`src/rtl/pe_dbw_pkg.sv`:
```
// Shared constants and arithmetic helpers for the double-buffered-weight
// processing element.
package pe_pkg;

  localparam int PE_DATA_W   = 8;
  localparam int PE_WEIGHT_W = 8;
  localparam int PE_ACC_W    = 24;

  typedef struct packed {
    logic [63:0] sum;
    logic        ovf;
  } sat_res_t;

  // Operands must already be sign-extended and lie within the signed
  // range of 'width' bits. The 64-bit sum therefore cannot wrap.
  function automatic sat_res_t sat_add(input logic signed [63:0] a,
                                       input logic signed [63:0] b,
                                       input int                 width,
                                       input logic               saturate);
    sat_res_t          r;
    logic signed [63:0] s;
    logic signed [63:0] hi;
    logic signed [63:0] lo;
    s     = a + b;
    hi    = (64'sd1 <<< (width - 1)) - 64'sd1;
    lo    = -hi - 64'sd1;
    r.ovf = (s > hi) || (s < lo);
    if (r.ovf && saturate) r.sum = (s > hi) ? hi : lo;
    else                   r.sum = s;
    return r;
  endfunction

endpackage

```
`src/rtl/pe_dbw_if.sv`:
```
// Neighbour-facing bus of one processing element: activation, partial sum,
// weight shift chain and the strobes that ripple through the array.
interface pe_dbw_if
  import pe_pkg::*;
#(
  parameter int DATA_W   = PE_DATA_W,
  parameter int WEIGHT_W = PE_WEIGHT_W,
  parameter int ACC_W    = PE_ACC_W
);
  // There is no valid/ready pair: 'active' qualifies datain/sumin on each
  // edge and, when low, freezes the MAC path without any loss or repeat.
  logic                active;
  logic [DATA_W-1:0]   datain;
  logic [WEIGHT_W-1:0] win;
  logic                wwrite;
  logic                wswap;
  logic [ACC_W-1:0]    sumin;
  logic                ovf_clr;
  logic [ACC_W-1:0]    maccout;
  logic [DATA_W-1:0]   dataout;
  logic [WEIGHT_W-1:0] wout;
  logic                wwriteout;
  logic                wswapout;
  logic                activeout;
  logic                ovf;

  modport master (
    output active, datain, win, wwrite, wswap, sumin, ovf_clr,
    input  maccout, dataout, wout, wwriteout, wswapout, activeout, ovf
  );

  modport slave (
    input  active, datain, win, wwrite, wswap, sumin, ovf_clr,
    output maccout, dataout, wout, wwriteout, wswapout, activeout, ovf
  );

endinterface

```
`src/rtl/pe_dbw_mac_pipe.sv`:
```
// Signed multiply-accumulate with MULT_LAT enable-gated register stages;
// the operands (and thus the weight) are frozen at issue.
module pe_mac_pipe
  import pe_pkg::*;
#(
  parameter int DATA_W   = PE_DATA_W,
  parameter int WEIGHT_W = PE_WEIGHT_W,
  parameter int ACC_W    = PE_ACC_W,
  parameter int MULT_LAT = 1,
  parameter int SATURATE = 1
) (
  input  logic                       clock,
  input  logic                       reset,
  input  logic                       en,
  input  logic signed [DATA_W-1:0]   data,
  input  logic signed [WEIGHT_W-1:0] weight,
  input  logic signed [ACC_W-1:0]    sum_in,
  output logic signed [ACC_W-1:0]    sum_out,
  output logic                       ovf_hit
);

  localparam int PROD_W = DATA_W + WEIGHT_W;

  logic signed [DATA_W-1:0]   a_d;
  logic signed [WEIGHT_W-1:0] a_w;
  logic signed [ACC_W-1:0]    a_s;
  logic signed [PROD_W-1:0]   prod;
  logic signed [PROD_W-1:0]   b_p;
  logic signed [ACC_W-1:0]    b_s;
  sat_res_t                   res;
  logic                       sum_unused;

  generate
    if (MULT_LAT >= 2) begin : g_op_reg
      always_ff @(posedge clock or posedge reset) begin
        if (reset) begin
          a_d <= '0;
          a_w <= '0;
          a_s <= '0;
        end else if (en) begin
          a_d <= data;
          a_w <= weight;
          a_s <= sum_in;
        end
      end
    end else begin : g_op_comb
      assign a_d = data;
      assign a_w = weight;
      assign a_s = sum_in;
    end
  endgenerate

  assign prod = PROD_W'(a_d) * PROD_W'(a_w);

  // Depth 3 splits the multiplier from the adder.
  generate
    if (MULT_LAT == 3) begin : g_prod_reg
      always_ff @(posedge clock or posedge reset) begin
        if (reset) begin
          b_p <= '0;
          b_s <= '0;
        end else if (en) begin
          b_p <= prod;
          b_s <= a_s;
        end
      end
    end else begin : g_prod_comb
      assign b_p = prod;
      assign b_s = a_s;
    end
  endgenerate

  always_comb res = sat_add(64'(b_p), 64'(b_s), ACC_W, SATURATE != 0);

  assign sum_unused = ^res.sum[63:ACC_W];
  assign ovf_hit    = en & res.ovf;

  always_ff @(posedge clock or posedge reset) begin
    if (reset)   sum_out <= '0;
    else if (en) sum_out <= res.sum[ACC_W-1:0];
  end

endmodule

```
`src/rtl/pe_dbw.sv`:
```
// One tile of the systolic matrix-multiply array: double-buffered weight,
// pipelined saturating MAC, and the registered pass-through to neighbours.
module pe_dbw
  import pe_pkg::*;
#(
  parameter int DATA_W   = PE_DATA_W,
  parameter int WEIGHT_W = PE_WEIGHT_W,
  parameter int ACC_W    = PE_ACC_W,
  parameter int MULT_LAT = 1,
  parameter int SATURATE = 1
) (
  input  logic    clock,
  input  logic    reset,
  pe_dbw_if.slave bus
);

  generate
    if (ACC_W < DATA_W + WEIGHT_W || ACC_W > 62) begin : g_bad_acc_w
      $error("pe_dbw: ACC_W must lie in DATA_W+WEIGHT_W .. 62");
    end
    if (MULT_LAT < 1 || MULT_LAT > 3) begin : g_bad_mult_lat
      $error("pe_dbw: MULT_LAT must be 1, 2 or 3");
    end
  endgenerate

  logic [WEIGHT_W-1:0] shadow_w;
  logic [WEIGHT_W-1:0] active_w;
  logic [ACC_W-1:0]    mac_sum;
  logic                ovf_hit;

  pe_mac_pipe #(
    .DATA_W   (DATA_W),
    .WEIGHT_W (WEIGHT_W),
    .ACC_W    (ACC_W),
    .MULT_LAT (MULT_LAT),
    .SATURATE (SATURATE)
  ) u_mac (
    .clock   (clock),
    .reset   (reset),
    .en      (bus.active),
    .data    (bus.datain),
    .weight  (active_w),
    .sum_in  (bus.sumin),
    .sum_out (mac_sum),
    .ovf_hit (ovf_hit)
  );

  assign bus.maccout = mac_sum;

  // Weight chain and swap run regardless of 'active'. A same-edge write
  // and swap hands the pre-write shadow to the active weight.
  always_ff @(posedge clock or posedge reset) begin
    if (reset) begin
      shadow_w      <= '0;
      active_w      <= '0;
      bus.wout      <= '0;
      bus.wwriteout <= 1'b0;
      bus.wswapout  <= 1'b0;
      bus.activeout <= 1'b0;
      bus.dataout   <= '0;
      bus.ovf       <= 1'b0;
    end else begin
      bus.wwriteout <= bus.wwrite;
      bus.wswapout  <= bus.wswap;
      bus.activeout <= bus.active;
      if (bus.wwrite) begin
        shadow_w <= bus.win;
        bus.wout <= shadow_w;
      end else begin
        bus.wout <= '0;
      end
      if (bus.wswap)  active_w    <= shadow_w;
      if (bus.active) bus.dataout <= bus.datain;
      if (ovf_hit)          bus.ovf <= 1'b1;
      else if (bus.ovf_clr) bus.ovf <= 1'b0;
    end
  end

endmodule

```
`src/flat_wrapper.sv`:
```
// flat-port wrapper written by rule: the top's interface ports become plain ports
module pe_dbw_flat import pe_pkg::*;
#(
  parameter int DATA_W   = PE_DATA_W,
  parameter int WEIGHT_W = PE_WEIGHT_W,
  parameter int ACC_W    = PE_ACC_W,
  parameter int MULT_LAT = 1,
  parameter int SATURATE = 1
)
  (clock, reset, bus_active, bus_datain, bus_win, bus_wwrite, bus_wswap, bus_sumin, bus_ovf_clr, bus_maccout, bus_dataout, bus_wout, bus_wwriteout, bus_wswapout, bus_activeout, bus_ovf);
  pe_dbw_if #(.DATA_W(DATA_W), .WEIGHT_W(WEIGHT_W), .ACC_W(ACC_W)) bus_i ();
  input  logic clock;
  input  logic reset;
  input wire logic [$bits(bus_i.active)-1:0] bus_active;
  input wire logic [$bits(bus_i.datain)-1:0] bus_datain;
  input wire logic [$bits(bus_i.win)-1:0] bus_win;
  input wire logic [$bits(bus_i.wwrite)-1:0] bus_wwrite;
  input wire logic [$bits(bus_i.wswap)-1:0] bus_wswap;
  input wire logic [$bits(bus_i.sumin)-1:0] bus_sumin;
  input wire logic [$bits(bus_i.ovf_clr)-1:0] bus_ovf_clr;
  output wire logic [$bits(bus_i.maccout)-1:0] bus_maccout;
  output wire logic [$bits(bus_i.dataout)-1:0] bus_dataout;
  output wire logic [$bits(bus_i.wout)-1:0] bus_wout;
  output wire logic [$bits(bus_i.wwriteout)-1:0] bus_wwriteout;
  output wire logic [$bits(bus_i.wswapout)-1:0] bus_wswapout;
  output wire logic [$bits(bus_i.activeout)-1:0] bus_activeout;
  output wire logic [$bits(bus_i.ovf)-1:0] bus_ovf;
  assign bus_i.active = bus_active;
  assign bus_i.datain = bus_datain;
  assign bus_i.win = bus_win;
  assign bus_i.wwrite = bus_wwrite;
  assign bus_i.wswap = bus_wswap;
  assign bus_i.sumin = bus_sumin;
  assign bus_i.ovf_clr = bus_ovf_clr;
  assign bus_maccout = bus_i.maccout;
  assign bus_dataout = bus_i.dataout;
  assign bus_wout = bus_i.wout;
  assign bus_wwriteout = bus_i.wwriteout;
  assign bus_wswapout = bus_i.wswapout;
  assign bus_activeout = bus_i.activeout;
  assign bus_ovf = bus_i.ovf;
  pe_dbw #(.DATA_W(DATA_W), .WEIGHT_W(WEIGHT_W), .ACC_W(ACC_W), .MULT_LAT(MULT_LAT), .SATURATE(SATURATE)) u_core (.clock(clock), .reset(reset), .bus(bus_i));
endmodule
```
`config.mk`:
```
export PLATFORM = sky130hd
export DESIGN_NAME = pe_dbw_flat
export DESIGN_NICKNAME = d
export VERILOG_FILES = /design/src/rtl/pe_dbw_pkg.sv /design/src/rtl/pe_dbw_if.sv /design/src/rtl/pe_dbw_mac_pipe.sv /design/src/rtl/pe_dbw.sv /design/src/flat_wrapper.sv
export SDC_FILE = /design/constraint.sdc
export NUM_CORES = 1
export LEC_CHECK = 0
export BUFFER_PORTS_ARGS = -buffer_cell sky130_fd_sc_hd__buf_2
export CAP_MARGIN = 10
export CORE_MARGIN = 4
export CORE_UTILIZATION = 50
export DETAILED_ROUTE_END_ITERATION = 8
export GPL_TIMING_DRIVEN = 1
export PLACE_DENSITY = 0.7
export SKIP_CTS_REPAIR_TIMING = 1
export SLEW_MARGIN = 0
export SYNTH_ARGS = -nofsm -noshare
export SYNTH_HDL_FRONTEND = slang
export SYNTH_HIERARCHICAL = 1
export SYNTH_SLANG_ARGS = --single-unit
```
`constraint.sdc`:
```
create_clock -name clock -period 8.6 [get_ports clock]
set_input_delay 0.43 -clock clock [delete_from_list [all_inputs] [get_ports clock]]
set_output_delay 0.43 -clock clock [all_outputs]
set_load 0.005 [all_outputs]
```
* Word-level counts from Yosys, hierarchy flattened
Index checks and enable logic that the tools add are counted.
Storage, ports and cells: flip-flop bits (word level) 60, output and inout bits 44
Operators by class: add/subtract/negate cells 1, multipliers 1, magnitude comparators 2, mux-type cells 5, bitwise operators 1, reductions and logical operators 2
Operators with widths (number):
- $mux 24 | 2
- $add 16x24->25 | 1
- $gt 25x24->1 const B | 1
- $lt 25x24->1 const B | 1
- $mul 8x8->16 | 1
- $mux 8 | 1
- $mux 1 | 2
- $reduce_bool 2->1 | 1
- $and 1x1->1 | 1
- $logic_or 1x1->1 | 1

* Logic depth before layout (Yosys ltp)
depth after elaboration 6, depth in mapped cells 22, depth with buffers taken out 20

* Modules after synthesis
The synthesis kept the hierarchy.
Modules (own cells, without submodules):
- pe_mac_pipe | times used 1, cells each 590, area each 5569.1 um^2
- pe_dbw | times used 1, cells each 75, area each 1276.2 um^2

* Worst setup path before layout
No wires, ideal clock.
path type register -> register, start register u_core.active_w[0], end register u_core.bus.ovf, setup time 0.118 ns, data arrival time 6.021 ns, path slack 2.461 ns, stages on the path, launching flop included 19, path buffers 1, cell sequence dfrtp_1 and2_1 inv_1 fa_1 inv_1 fa_1 fa_1 fa_1 fa_1 ha_1 nor2_1 a211oi_2 o211ai_2 and4_4 or4_4 and2_1 buf_2 o21a_1 a21o_1
On the way: word-level cells in the longest chain between the ends 6, elaborated cells on any way between the ends 8, those cells by class add/sub: 1; mul: 1; order compare: 2; mux: 1; bitwise: 1; reduce/logical: 2
RTL lines:
- start, declared | RTL line pe_dbw.sv:27 | logic [WEIGHT_W-1:0] active_w;
- start signal, assigned | RTL line pe_dbw.sv:72 | if (bus.wswap) active_w <= shadow_w;
- $mul 8x8->16 (*) | RTL line pe_dbw_mac_pipe.sv:53 | assign prod = PROD_W'(a_d) * PROD_W'(a_w);
- $add 16x24->25 (*) | RTL line pe_dbw_pkg.sv:24 | s = a + b;
- $gt 25x24->1 or $lt 25x24->1 (tied branches) | RTL line pe_dbw_pkg.sv:27 | r.ovf = (s > hi) || (s < lo);
- $logic_or 1x1->1 (*) | RTL line pe_dbw_pkg.sv:27
- $and 1x1->1 (*) | RTL line pe_dbw_mac_pipe.sv:76 | assign ovf_hit = en & res.ovf;
- via u_core.ovf_hit | RTL line pe_dbw.sv:29 | logic ovf_hit;
- $mux 1 or $reduce_bool 2->1 (tied branches)
- end signal, assigned | RTL line pe_dbw.sv:61 | bus.ovf <= 1'b0;
- end signal, assigned | RTL line pe_dbw.sv:74 | if (ovf_hit) bus.ovf <= 1'b1;
- end signal, assigned | RTL line pe_dbw.sv:75 | else if (bus.ovf_clr) bus.ovf <= 1'b0;
- end, declared | RTL line pe_dbw_if.sv:34 | output maccout, dataout, wout, wwriteout, wswapout, activeout, ovf
The timed path passes the listed nets; every way through them passes the cells marked *. A chain may end at the register's enable or synchronous reset.

* Worst setup path in the final report
start register u_core.active_w[1], end register u_core.u_mac.sum_out[8]
On the way: word-level cells in the longest chain between the ends 5, elaborated cells on any way between the ends 7, those cells by class add/sub: 1; mul: 1; order compare: 2; mux: 2; reduce/logical: 1
RTL lines:
- $mul 8x8->16 (*) | RTL line pe_dbw_mac_pipe.sv:53
- $add 16x24->25 (*) | RTL line pe_dbw_pkg.sv:24
- $gt 25x24->1 or $lt 25x24->1 (tied branches) | RTL line pe_dbw_pkg.sv:27, pe_dbw_pkg.sv:28
- $mux 24 or $logic_or 1x1->1 (tied branches) | RTL line pe_dbw_pkg.sv:28, pe_dbw_pkg.sv:27
- $mux 24 (*) | RTL line pe_dbw_pkg.sv:28 | if (r.ovf && saturate) r.sum = (s > hi) ? hi : lo;
- end signal, assigned | RTL line pe_dbw_mac_pipe.sv:80 | else if (en) sum_out <= res.sum[ACC_W-1:0];
- end, declared | RTL line pe_dbw_mac_pipe.sv:18 | output logic signed [ACC_W-1:0] sum_out,
Every way passes the cells marked *; elsewhere a longest branch is shown, timed or not.

==> out/summary.txt <==
Tot GR Track Use - 0.191
Tmin final - 6.57 ns
Crit Path Max Fanout - 17
Synth top area cells - fa_1, dfrtp_1, ha_1
Status - complete, no violations
Register-to-Register Path Depth - 15
Initial cell density of the core - 0.513
Post-synth ARST share - 1.00
Post-route setup TNS - 0 ns
Worst-Skew Late Latency - 0.33 ns
Wire length per cell - 15.4 microns
Antenna Cells - 0
CTS tree - done
Clock sink count - 60
Chip height - 125 microns
Max-slew headroom - 0.369
Compound-gate portion of the synthesized area - 0.0971
Yosys warnings - 6
Layout cells sized above 1 - 0.190
Commonest non-fill, non-tap cell in the layout - inv_1
Mapped Area - 6850 sq um
Cell variety after synth - 51
Slew @ Worst Pin - 0.946 ns
Crit start category - register
EDFF count, synth - 0
Xor/xnor share of the synthesized area - 0.0298
Critical-path top delay cell - and2_1
Max-cap violation count - 0
R2R Path End - u_core/u_mac/sum_out[8]
Routability cong. - 0.842
Post-Synth Simple-Gate Area - 0.0987
First-pass iteration count of the detailed router - 4
Crit Path Category - reg2reg
Post-Route WL - 14300 microns
Remaining global-route overflow - 0
H-tree Lvls - 3
Detailed Route Iter0 Violations - 188
Ys flop type - dfrtp_1
Post-detail-place hpwl - 11800 microns
Number of global-route vias before repair - 5203
DRC - 0
Largest stage delay, worst path - 0.81 ns
Seq/Total Area, Yosys - 0.219
Via Count - 4851
Cts bufs inserted - 9
Most frequent cells in the layout - inv_1, fa_1, buf_2
Hold Vio Cnt, Final - 0
Antenna violations before repair - 0
Clk slew on worst S/H paths - 0.05 ns
DR vias/cell - 5.20
RSZ-0062 raised after global routing - no
Synth top area share - 0.316
Die ar. - 15600 sq um
I/O Pins - 90
Arrival @ worst endpoint - 6.80 ns
Synth Area per Inst - 10.3 sq um
Synth area leader - fa_1
Reg-to-Reg Start - u_core/active_w[1]
Most frequent CP cell - fa_1
Post-synthesis instance total - 665
Largest net degree at the start of global routing - 46
Flop-to-flop setup slack - 2.03 ns
Syn Nets - 875
Die Width - 125 microns
Min-Delay Path Class - in2async
Combinational family with the most area after synthesis - adder cells
Max-slew violations - 0
CP endpoint kind - register
Setup Skew - 0.00579 ns
Mux cell area share after synthesis - 0.0479
Antenna Nets Post-Route - 0
Final setup viols - 0
CTS root buffer - clkbuf_16
Rows - 42
Fin crit share - 0.763
Clock tree buffer depth - 2
Synthesized flop and latch total - 60
Max Clk Rate - 152 MHz
Port buffer count - 89
Worst path cell trace - and2_1 > fa_1 > fa_1 > fa_1 > fa_1 > ha_1 > ha_1 > a21oi_1 > o21ai_0 > a31oi_1 > mux2i_1 > o211a_1 > and2_1 > nor2_1 > o22ai_1
Post-Synth Adder-Cell Area - 0.421
Req. time, crit path - 8.83 ns
First-pass GRT wire length - 24700 microns
Area Overhead vs Synth - 13.7%
Fin nets - 961
Area of the core - 13300 sq um
[sequential cells by signal, summed over array words and instances, names as in the netlist]
register / count
u_core/u_mac/sum_out: 24
u_core/bus.activeout: 1
u_core/bus.dataout: 8
u_core/bus.wwriteout: 1
u_core/bus.wswapout: 1
u_core/bus.ovf: 1
u_core/shadow_w: 8
u_core/active_w: 8
u_core/bus.wout: 8
[worst max-delay path by stage]
stage / startpoint / end / slack, ns / depth (start not counted)
finish: u_core/active_w[1] / u_core/u_mac/sum_out[8] / 2.03 / 15
global route: u_core/active_w[1] / u_core/u_mac/sum_out[8] / 1.63 / 15
detailed placement: bus_datain[7] / u_core/bus.ovf / 2.14 / 18
floorplan: u_core/active_w[0] / u_core/bus.ovf / 2.46 / 18
CTS: u_core/active_w[1] / u_core/u_mac/sum_out[8] / 2.11 / 15
global placement: bus_datain[7] / u_core/bus.ovf / 2.22 / 18
[worst max-delay path: cells and delay by family (launching register included)]
family | cells | cell delay, ns
compound gates | 5 | 1.56
flops | 1 | 0.53
fa+ha+maj | 6 | 2.73
mux | 1 | 0.26
simple gates | 3 | 1.38
[per-layer routing]
metal,up-vias,track usage,share of wire
li1,2299,-,-
met1,2422,0.252,0.43
met2,105,0.326,0.52
met3,25,0.0286,0.036
met4,0,0.0593,0.020
met5,-,0,0
[cell usage after synthesis, types with 3 or more instances]
cell type and number:
fa_1 108, xor2_1 7, inv_1 131, a211oi_1 4
nand3_1 4, nand2_1 36, mux2_2 21, dfrtp_1 60
a21oi_1 31, a21o_1 6, a31oi_1 5, buf_2 4
o22ai_1 23, nand2b_1 4, mux2_4 4, o21ai_0 19
and2_1 42, o21a_1 4, buf_6 3, and3_1 5
clkbuf_1 7, nor2_1 36, xnor2_1 11, ha_1 56
[cells by family after synthesis]
| family | Yosys count |
|---|---|
| adders and majority gates | 166 |
| buffers and inverters | 148 |
| and+or+nand+nor | 136 |
| AOI/OAI and AO/OA | 107 |
| DFF | 60 |
| muxes | 28 |
| xor gates and xnor gates | 20 |
[stage by stage]
step	instances	setup WS, ns	hold slack (ns)	area (sq um)	utilization
after global placement	916	2.22	0.478	7430	0.557
after floorplan	665	2.46	0.445	6850	-
after global routing	932	1.63	0.261	7780	0.583
after CTS	932	2.11	0.223	7780	0.583
after detailed placement	916	2.14	0.487	7430	0.557
final	932	2.03	0.212	7780	0.583
[layout make-up]
type                            count  area [sq um]
Inverter                          132           495
Multi-Input combinational cell    457          4760
Timing Repair Buffer               91           460
Clock buffer                        9           225
Sequential cell                    60          1500
Clock inverter                      7           124
Fill cell                        1164          5560
Tap cell                          176           220
Power is left out: the tool's default activity adds up to more than one toggle a clock period on the data nets, which glitch-free logic cannot reach.
